`config.mk`:
```
export PLATFORM = sky130hd
export DESIGN_NAME = pc_sequencer_flat
export DESIGN_NICKNAME = d
export VERILOG_FILES = /design/src/rtl/pc_sequencer_pkg.sv /design/src/rtl/pc_sequencer_if.sv /design/src/rtl/pc_sequencer_redirect_arbiter.sv /design/src/rtl/pc_sequencer.sv /design/src/flat_wrapper.sv
export SDC_FILE = /design/constraint.sdc
export NUM_CORES = 1
export LEC_CHECK = 0
export ABC_AREA = 1
export CAP_MARGIN = 20
export CORE_UTILIZATION = 38
export CTS_BUF_LIST = sky130_fd_sc_hd__clkbuf_16
export CTS_CLUSTER_SIZE = 16
export DETAILED_ROUTE_END_ITERATION = 6
export PLACE_DENSITY = 0.78
export SYNTH_ARGS = -nofsm -noshare
export SYNTH_HDL_FRONTEND = slang
export SYNTH_HIERARCHICAL = 1
export SYNTH_SLANG_ARGS = --single-unit
```
`constraint.sdc`:
```
create_clock -name pcs_clk -period 1.9 [get_ports pcs_clk]
set_clock_uncertainty 0.2 [all_clocks]
set_input_delay 0.38 -clock pcs_clk [delete_from_list [all_inputs] [get_ports pcs_clk]]
set_output_delay 0.38 -clock pcs_clk [all_outputs]
set_load 0.01 [all_outputs]
```
`src/rtl/pc_sequencer_pkg.sv`:
```
// Shared definitions for the fetch sequencer: PC width, FSM encodings,
// default vectors and the redirect descriptor passed from the arbiter.
package pc_sequencer_pkg;

    localparam int PC_WIDTH = 32;

    localparam logic [PC_WIDTH-1:0] DEF_RESET_VECTOR = 32'h0000_0000;
    localparam logic [PC_WIDTH-1:0] DEF_EXC_VECTOR   = 32'h0000_0180;

    localparam logic [2:0] S_RESET = 3'd0;
    localparam logic [2:0] S_BOOT  = 3'd1;
    localparam logic [2:0] S_RUN   = 3'd2;
    localparam logic [2:0] S_FLUSH = 3'd3;
    localparam logic [2:0] S_HALT  = 3'd4;

    typedef struct packed {
        logic                valid;
        logic [PC_WIDTH-1:0] target;
        logic                misalign;
    } redirect_t;

    function automatic logic [PC_WIDTH-1:0] align_word(input logic [PC_WIDTH-1:0] addr);
        return {addr[PC_WIDTH-1:2], 2'b00};
    endfunction

endpackage

```
`src/rtl/pc_sequencer_if.sv`:
```
// Request/command bundle between hazard/branch logic (master) and the
// fetch sequencer (slave) that drives prog_counter.
interface pc_sequencer_if;
    import pc_sequencer_pkg::*;

    logic                pcs_i_stall;
    logic                pcs_i_exc_req;
    logic                pcs_i_br_req;
    logic [PC_WIDTH-1:0] pcs_i_br_target;
    logic                pcs_i_jmp_req;
    logic [PC_WIDTH-1:0] pcs_i_jmp_target;
    logic                pcs_i_halt;
    logic                pcs_o_ce;
    logic                pcs_o_change_pc;
    logic [PC_WIDTH-1:0] pcs_o_pc;
    logic                pcs_o_flush;
    logic                pcs_o_misalign;
    logic                pcs_o_halted;

    modport master (
        output pcs_i_stall, pcs_i_exc_req, pcs_i_br_req, pcs_i_br_target,
               pcs_i_jmp_req, pcs_i_jmp_target, pcs_i_halt,
        input  pcs_o_ce, pcs_o_change_pc, pcs_o_pc, pcs_o_flush,
               pcs_o_misalign, pcs_o_halted
    );

    modport slave (
        input  pcs_i_stall, pcs_i_exc_req, pcs_i_br_req, pcs_i_br_target,
               pcs_i_jmp_req, pcs_i_jmp_target, pcs_i_halt,
        output pcs_o_ce, pcs_o_change_pc, pcs_o_pc, pcs_o_flush,
               pcs_o_misalign, pcs_o_halted
    );

endinterface

```
`src/rtl/pc_sequencer_redirect_arbiter.sv`:
```
// Combinational priority select of redirect requests: exception > branch > jump.
// The chosen target is word-aligned; misalign flags a raw target with low bits set.
module pc_sequencer_redirect_arbiter
    import pc_sequencer_pkg::*;
#(
    parameter logic [PC_WIDTH-1:0] EXC_VECTOR = DEF_EXC_VECTOR
) (
    input  logic                exc_req,
    input  logic                br_req,
    input  logic [PC_WIDTH-1:0] br_target,
    input  logic                jmp_req,
    input  logic [PC_WIDTH-1:0] jmp_target,
    output redirect_t           redirect
);

    logic [PC_WIDTH-1:0] raw_target;

    // NOTE: every combinational output gets a default first so no path leaves it unassigned (no latch).
    always_comb begin
        raw_target = '0;
        if (exc_req)      raw_target = EXC_VECTOR;
        else if (br_req)  raw_target = br_target;
        else if (jmp_req) raw_target = jmp_target;

        redirect.valid    = exc_req | br_req | jmp_req;
        redirect.target   = align_word(raw_target);
        redirect.misalign = redirect.valid && (raw_target[1:0] != 2'b00);
    end

endmodule

```
`src/rtl/pc_sequencer.sv`:
```
// Fetch sequencer: boots the PC, stalls on hazards, applies arbitrated redirects
// with a timed pipeline flush, and parks in HALT until reset.
module pc_sequencer
    import pc_sequencer_pkg::*;
#(
    parameter logic [PC_WIDTH-1:0] RESET_VECTOR = DEF_RESET_VECTOR,
    parameter logic [PC_WIDTH-1:0] EXC_VECTOR   = DEF_EXC_VECTOR,
    parameter int                  FLUSH_CYCLES = 2
) (
    input  logic           pcs_clk,
    input  logic           pcs_rst,
    pc_sequencer_if.slave  bus
);

    localparam int CNT_W = (FLUSH_CYCLES > 1) ? $clog2(FLUSH_CYCLES) : 1;

    logic [2:0]          state;
    logic [CNT_W-1:0]    flush_cnt;
    logic                ce, change_pc, flush, misalign, halted;
    logic [PC_WIDTH-1:0] pc;
    logic                in_run, in_flush;
    redirect_t           redir;

    assign in_run   = (state == S_RUN);
    assign in_flush = (state == S_FLUSH);

    // During a flush only an exception may redirect; the other requests come from squashed work.
    pc_sequencer_redirect_arbiter #(.EXC_VECTOR(EXC_VECTOR)) u_arbiter (
        .exc_req    (bus.pcs_i_exc_req & (in_run | in_flush)),
        .br_req     (bus.pcs_i_br_req & in_run),
        .br_target  (bus.pcs_i_br_target),
        .jmp_req    (bus.pcs_i_jmp_req & in_run),
        .jmp_target (bus.pcs_i_jmp_target),
        .redirect   (redir)
    );

    // NOTE: sequential state uses non-blocking assignments so every register sees pre-edge values.
    always_ff @(posedge pcs_clk) begin
        if (!pcs_rst) begin
            state     <= S_RESET;
            flush_cnt <= '0;
            ce        <= 1'b0;
            change_pc <= 1'b0;
            pc        <= RESET_VECTOR;
            flush     <= 1'b1;
            misalign  <= 1'b0;
            halted    <= 1'b0;
        end else begin
            change_pc <= 1'b0;
            misalign  <= 1'b0;
            case (state)
                S_RESET: begin
                    state     <= S_BOOT;
                    change_pc <= 1'b1;
                    pc        <= RESET_VECTOR;
                    ce        <= 1'b1;
                    flush     <= 1'b1;
                end
                S_BOOT: begin
                    state <= S_RUN;
                    ce    <= 1'b1;
                    flush <= 1'b0;
                end
                S_RUN, S_FLUSH: begin
                    if (redir.valid) begin
                        state     <= (FLUSH_CYCLES == 1) ? S_RUN : S_FLUSH;
                        flush_cnt <= CNT_W'(FLUSH_CYCLES - 1);
                        change_pc <= 1'b1;
                        pc        <= redir.target;
                        misalign  <= redir.misalign;
                        ce        <= 1'b1;
                        flush     <= 1'b1;
                    end else if (in_flush) begin
                        // The redirect cycle counts as the first flush cycle.
                        ce <= 1'b1;
                        if (flush_cnt == '0) begin
                            state <= S_RUN;
                            flush <= 1'b0;
                        end else begin
                            flush_cnt <= flush_cnt - CNT_W'(1);
                            flush     <= 1'b1;
                        end
                    end else if (bus.pcs_i_halt) begin
                        state  <= S_HALT;
                        ce     <= 1'b0;
                        flush  <= 1'b0;
                        halted <= 1'b1;
                    end else begin
                        ce    <= ~bus.pcs_i_stall;
                        flush <= 1'b0;
                    end
                end
                S_HALT: begin
                    ce     <= 1'b0;
                    flush  <= 1'b0;
                    halted <= 1'b1;
                end
                default: state <= S_RESET;
            endcase
        end
    end

    assign bus.pcs_o_ce        = ce;
    assign bus.pcs_o_change_pc = change_pc;
    assign bus.pcs_o_pc        = pc;
    assign bus.pcs_o_flush     = flush;
    assign bus.pcs_o_misalign  = misalign;
    assign bus.pcs_o_halted    = halted;

endmodule

```
`src/flat_wrapper.sv`:
```
// flat-port wrapper written by rule: the top's interface ports become plain ports
module pc_sequencer_flat import pc_sequencer_pkg::*;
#(
    parameter logic [PC_WIDTH-1:0] RESET_VECTOR = DEF_RESET_VECTOR,
    parameter logic [PC_WIDTH-1:0] EXC_VECTOR   = DEF_EXC_VECTOR,
    parameter int                  FLUSH_CYCLES = 2
)
  (pcs_clk, pcs_rst, bus_pcs_i_stall, bus_pcs_i_exc_req, bus_pcs_i_br_req, bus_pcs_i_br_target, bus_pcs_i_jmp_req, bus_pcs_i_jmp_target, bus_pcs_i_halt, bus_pcs_o_ce, bus_pcs_o_change_pc, bus_pcs_o_pc, bus_pcs_o_flush, bus_pcs_o_misalign, bus_pcs_o_halted);
  pc_sequencer_if bus_i ();
  input  logic pcs_clk;
  input  logic pcs_rst;
  input wire logic [$bits(bus_i.pcs_i_stall)-1:0] bus_pcs_i_stall;
  input wire logic [$bits(bus_i.pcs_i_exc_req)-1:0] bus_pcs_i_exc_req;
  input wire logic [$bits(bus_i.pcs_i_br_req)-1:0] bus_pcs_i_br_req;
  input wire logic [$bits(bus_i.pcs_i_br_target)-1:0] bus_pcs_i_br_target;
  input wire logic [$bits(bus_i.pcs_i_jmp_req)-1:0] bus_pcs_i_jmp_req;
  input wire logic [$bits(bus_i.pcs_i_jmp_target)-1:0] bus_pcs_i_jmp_target;
  input wire logic [$bits(bus_i.pcs_i_halt)-1:0] bus_pcs_i_halt;
  output wire logic [$bits(bus_i.pcs_o_ce)-1:0] bus_pcs_o_ce;
  output wire logic [$bits(bus_i.pcs_o_change_pc)-1:0] bus_pcs_o_change_pc;
  output wire logic [$bits(bus_i.pcs_o_pc)-1:0] bus_pcs_o_pc;
  output wire logic [$bits(bus_i.pcs_o_flush)-1:0] bus_pcs_o_flush;
  output wire logic [$bits(bus_i.pcs_o_misalign)-1:0] bus_pcs_o_misalign;
  output wire logic [$bits(bus_i.pcs_o_halted)-1:0] bus_pcs_o_halted;
  assign bus_i.pcs_i_stall = bus_pcs_i_stall;
  assign bus_i.pcs_i_exc_req = bus_pcs_i_exc_req;
  assign bus_i.pcs_i_br_req = bus_pcs_i_br_req;
  assign bus_i.pcs_i_br_target = bus_pcs_i_br_target;
  assign bus_i.pcs_i_jmp_req = bus_pcs_i_jmp_req;
  assign bus_i.pcs_i_jmp_target = bus_pcs_i_jmp_target;
  assign bus_i.pcs_i_halt = bus_pcs_i_halt;
  assign bus_pcs_o_ce = bus_i.pcs_o_ce;
  assign bus_pcs_o_change_pc = bus_i.pcs_o_change_pc;
  assign bus_pcs_o_pc = bus_i.pcs_o_pc;
  assign bus_pcs_o_flush = bus_i.pcs_o_flush;
  assign bus_pcs_o_misalign = bus_i.pcs_o_misalign;
  assign bus_pcs_o_halted = bus_i.pcs_o_halted;
  pc_sequencer #(.RESET_VECTOR(RESET_VECTOR), .EXC_VECTOR(EXC_VECTOR), .FLUSH_CYCLES(FLUSH_CYCLES)) u_core (.pcs_clk(pcs_clk), .pcs_rst(pcs_rst), .bus(bus_i));
endmodule
```
### Word-level counts from Yosys, hierarchy flattened

Cells that the tools add are included.

| cells by class | value |
|---|---|
| multiplexer cells | 27 |
| reductions and logical operators | 16 |
| equal/unequal tests | 10 |
| $add $sub $neg | 1 |
| bitwise gates (word level) | 8 |

Operators by type and width:

| cell | number |
|---|---|
| two-way mux 32 bit | 4 |
| one-hot mux 32 bit (2 select lines) | 1 |
| two-way mux 1 bit | 13 |
| two-way mux 3 bit | 4 |
| one-hot mux 3 bit (4 select lines) | 1 |
| nonzero test 2 bit | 4 |
| equality test 3 x 2 -> 1 bit, second input constant | 2 |
| inequality test 2 bit, second input constant | 3 |
| one-hot mux 1 bit (3 select lines) | 2 |
| AND reduction 3 bit | 2 |
| nonzero test 3 bit | 2 |
| OR reduction 2 bit | 3 |
| inequality test 4 x 2 -> 1 bit, second input constant | 1 |
| inequality test 4 bit, second input constant | 1 |
| one-hot mux 1 bit (2 select lines) | 2 |
| AND reduction 2 bit | 2 |
| AND reduction 4 bit | 1 |
| AND 1 bit | 3 |
| equality test 3 x 1 -> 1 bit, second input constant | 1 |
| equality test 3 bit, second input constant | 1 |
| zero test 3 bit | 1 |
| OR 1 bit | 3 |
| inequality test 2 x 1 -> 1 bit, second input constant | 1 |
| NOT 1 bit | 2 |
| other kinds (2) | 2 |

| storage, ports and cells | value |
|---|---|
| output and inout port bits | 37 |
| logic and storage cells | 70 |
| bits of input ports | 71 |
| bits in registers | 41 |

### Logic depth before layout (Yosys ltp)

| depth | value |
|---|---|
| depth in word-level cells | 7 |
| gate-level depth with buffers | 15 |
| gate-level depth less buffers | 10 |

### Cells and area by module

The synthesis kept the hierarchy.

Modules (own cells, without submodules):

| module | area an instance (sq um) | times used | seq. area each (sq um) | cells each |
|---|---|---|---|---|
| pc_sequencer | 1676.6 | 1 | 820.8 | 202 |
| pc_sequencer_redirect_arbiter | 730.7 | 1 | 0.0 | 119 |

### Worst setup path before layout

OpenSTA, ideal clock, no wires.

| path | value |
|---|---|
| kind | register to register |
| start point | reg u_core.state[2] |
| end point | reg u_core.pc[23], in the netlist u_core/bus.pcs_o_pc[23] |
| path buffers | 5 |
| path slack | -0.189 ns |
| cell stages (with the launch flop) | 16 |
| data arrival time | 1.774 ns |
| data required time | 1.585 ns |
| path through | dfxtp_1 > buf_4 > inv_1 > nand3_1 > nor2_1 > buf_6 > inv_8 > buf_12 > nand3_1 > nand2_2 > nand2_2 > buf_6 > inv_2 > buf_4 > nand3_1 > o21ai_2 |

RTL lines:

| what | RTL line | RTL |
|---|---|---|
| start: declaration | pc_sequencer.sv:17 | `logic [2:0] state;` |
| start signal: assignment | pc_sequencer.sv:66 | `state <= (FLUSH_CYCLES == 1) ? S_RUN : S_FLUSH;` |
| end signal: assignment | pc_sequencer.sv:69 | `pc <= redir.target;` |
| end: declaration | pc_sequencer.sv:20 | `logic [PC_WIDTH-1:0] pc;` |

==> run summary <==
Status: finished, final reports clean
Met2 WL post-DR: 3150 um
Hold WC Path Type: register to register
Setup CP Type: primary input to register
Gpl congestion: 0.901
M1 WL: 2870 um
Post-synthesis xor/xnor area fraction: 0%
Vias: 2458
DIE AREA: 6660 um^2
Insertion delay to the later sink of the worst-skew pair: 0.27 ns
Fin. max-slew vios: 0
Ratio of cells with drive above 1 in the final layout: 23.0%
Initial antenna violation count: 0
Synth Area in Compound Gates: 23.1%
Register area share after synthesis: 34.1%
Worst hold stages: 2
Flops & latches, synth: 41
Post-Syn Instances: 321
First-pass GRT wire length: 10500 um
# H-tree levels: 2
Maximum VDD drop: 0.000540 V
Yosys cell types: 28
Row cnt: 28
Arr. time, crit path: 1.77 ns
Area growth, synth to finish: 56.5%
Drt wl/cell: 12.8 um
Reg2reg path depth: 8
Setup TNS: 0 ns
Multiplexer area fraction after synthesis: 0%
Hold_buf cts: 0
CTS Sinks: 41
Synth Area in Simple Gates: 29.1%
Final HPWL DP: 4740 um
Routed WL: 6440 um
Post-CTS Setup Bufs: 0
Flop2flop setup slack: 0.15 ns
IO buf count: 107
Diodes inserted: 0
Drt drc: 0
Clk buf depth: 2
Die height: 81.6 um
Yosys warns: 6
CTS tree: done
Main synth FF type: dfxtp_1
Highest routed layer: met4
Synth top area share: 34.1%
Critical R2R Capture: u_core/bus.pcs_o_pc[13]
Via density: 4.91
Slowest stage delay, CP: 0.45 ns
Initial core utilization: 40.0%
Crit start category: primary input
Critical Path End Type: register
Post-synth top area cell: dfxtp_1
Synth Area in Adders: 0%
Final setup fails: 0
Ys async rst share: 0%
Hold Path End: u_core/bus.pcs_o_pc[21]
Max Freq: 569 MHz
Syn Area/Cell: 7.50 um^2
Routed Antenna Nets: 0
Cell chain of the critical path: clkdlybuf4s50_1 -> inv_1 -> nor2_4 -> buf_4 -> nand2_1 -> a21oi_1 -> a21oi_2 -> nor2_1
Synth area leaders: dfxtp_1, nand2_1, nand3_1, a21oi_2, a21oi_1
Io pins: 108
Worst path slowest cell: clkdlybuf4s50_1
Mapped Area: 2410 um^2
Final period util: 92.6%
Power Total: 4.32 mW
Max-cap violations: 0
CP max FO: 17
Hold Vio Cnt, Final: 0
Fin crit period: 1.76 ns
GRT Total Usage: 20.2%
Num CTS Buffers: 5
Fill cells: 516
Core area: 6030 um^2
Combinational family with the most area after synthesis: simple AND/OR/NAND/NOR gates
Worst hold start: u_core/bus.pcs_o_pc[21]
Reg2reg start: u_core/state[0]
Nets: 496
First-pass detailed-route iteration total: 4
CP startpoint: bus_pcs_i_br_req
P_leak: 1.34 nW
Power Density: 1150 nW/um^2
Vias in the first global route: 2260
Die width: 81.6 um
Clock root cell: clkbuf_16
Drt initial violations: 109
EDFF count, synth: 0
Total gr overflow: 0
Pin count of the biggest net entering global routing: 36
Routed wl met3: 352 um
Req. time, crit path: 1.91 ns
Reg clk slew, reported paths: 0.06 ns
## layout make-up
type	count	area, um^2	share of cell area [%]
Sequential cell	41	822	21.8
Inverter	17	81.3	2.16
Clock inverter	3	46.3	1.23
Clock buffer	5	125	3.32
Multi-Input combinational cell	235	1380	36.6
Timing Repair Buffer	125	1220	32.4
Tap cell	75	93.8	2.49
## routing by layer
metal | vias to the layer above | track usage [%]
met3 | 4 | 3.33
met2 | 72 | 35.8
met4 | 0 | 5.26
met1 | 1108 | 25.0
met5 | - | 0
li1 | 1274 | -
## how the worst max path moves through the flow
stage / end / slack [ns] / cells after the start
floorplan: u_core/bus.pcs_o_pc[10] / -0.02 / 15
global placement: u_core/bus.pcs_o_pc[0] / -0.14 / 10
detailed placement: u_core/bus.pcs_o_pc[0] / -0.20 / 10
CTS: u_core/bus.pcs_o_flush / 0.05 / 10
global route: u_core/bus.pcs_o_pc[3] / -0.0008 / 10
finish: u_core/bus.pcs_o_pc[13] / 0.14 / 8
## kinds of logic after synthesis
group                  Yosys count
AO/OA/AOI/OAI                   89
buffers and inverters           46
flip-flops                      41
other                            1
AND/OR/NAND/NOR                144
## stage by stage
stage	cells	util [%]	instance area, um^2	worst slack, ns	hold WS (ns)
floorplan	322	-	2520	-0.0246	0.274
finish	501	62.5	3770	0.141	0.268
CTS	501	62.2	3750	0.0533	0.273
global route	501	62.5	3770	-0.000833	0.289
global placement	493	59.3	3580	-0.144	0.254
detailed placement	493	59.3	3580	-0.203	0.264
## synthesized netlist by cell type (4+ instances only)
| master | instances |
|---|---|
| inv_1 | 13 |
| dfxtp_1 | 41 |
| a21oi_2 | 20 |
| nand2_1 | 57 |
| nand3_1 | 41 |
| buf_6 | 9 |
| buf_2 | 4 |
| o21ai_1 | 6 |
| clkbuf_1 | 4 |
| buf_4 | 6 |
| nand3_2 | 11 |
| o21ai_2 | 9 |
| a21oi_1 | 31 |
| nor2_1 | 27 |
| o21ai_0 | 22 |
## flip-flops by register name, indices dropped and copies added (netlist names)
signal and flops:
u_core/bus.pcs_o_misalign 1, u_core/bus.pcs_o_halted 1, u_core/bus.pcs_o_ce 1, u_core/bus.pcs_o_change_pc 1, u_core/bus.pcs_o_flush 1, u_core/state 3, u_core/bus.pcs_o_pc 32, u_core/flush_cnt 1
## what timing repair did
item                                   CTS  global route
endpoints found under the hold margin    0             0
setup endpoints to repair                0            35
resized for setup                        0             6
## critical path: cells and delay by family
| family | cells | cell delay, ns |
|---|---|---|
| AO/OA/AOI/OAI | 2 | 0.26 |
| buffers and inverters | 3 | 0.77 |
| AND/OR/NAND/NOR | 3 | 0.36 |
## power breakdown
part | switching, mW | leakage [nW] | total [mW] | internal, mW
clock | 0.326 | 0.0800 | 0.947 | 0.621
combinational | 1.23 | 0.920 | 2.17 | 0.942
sequential | 0.122 | 0.335 | 1.20 | 1.08
## cells in the final DEF, fill, tap and decap left out, types with 3 or more instances in the layout
master	count
inv_1	12
nor2_1	24
dfxtp_1	40
buf_4	16
o21ai_2	9
a21oi_2	26
clkdlybuf4s50_1	107
nand3_2	21
o21ai_0	22
o21ai_1	6
nand3_1	30
nand2_4	3
clkbuf_16	5
nand2_1	57
a21oi_1	25
Power figures use the tool's default switching activity.
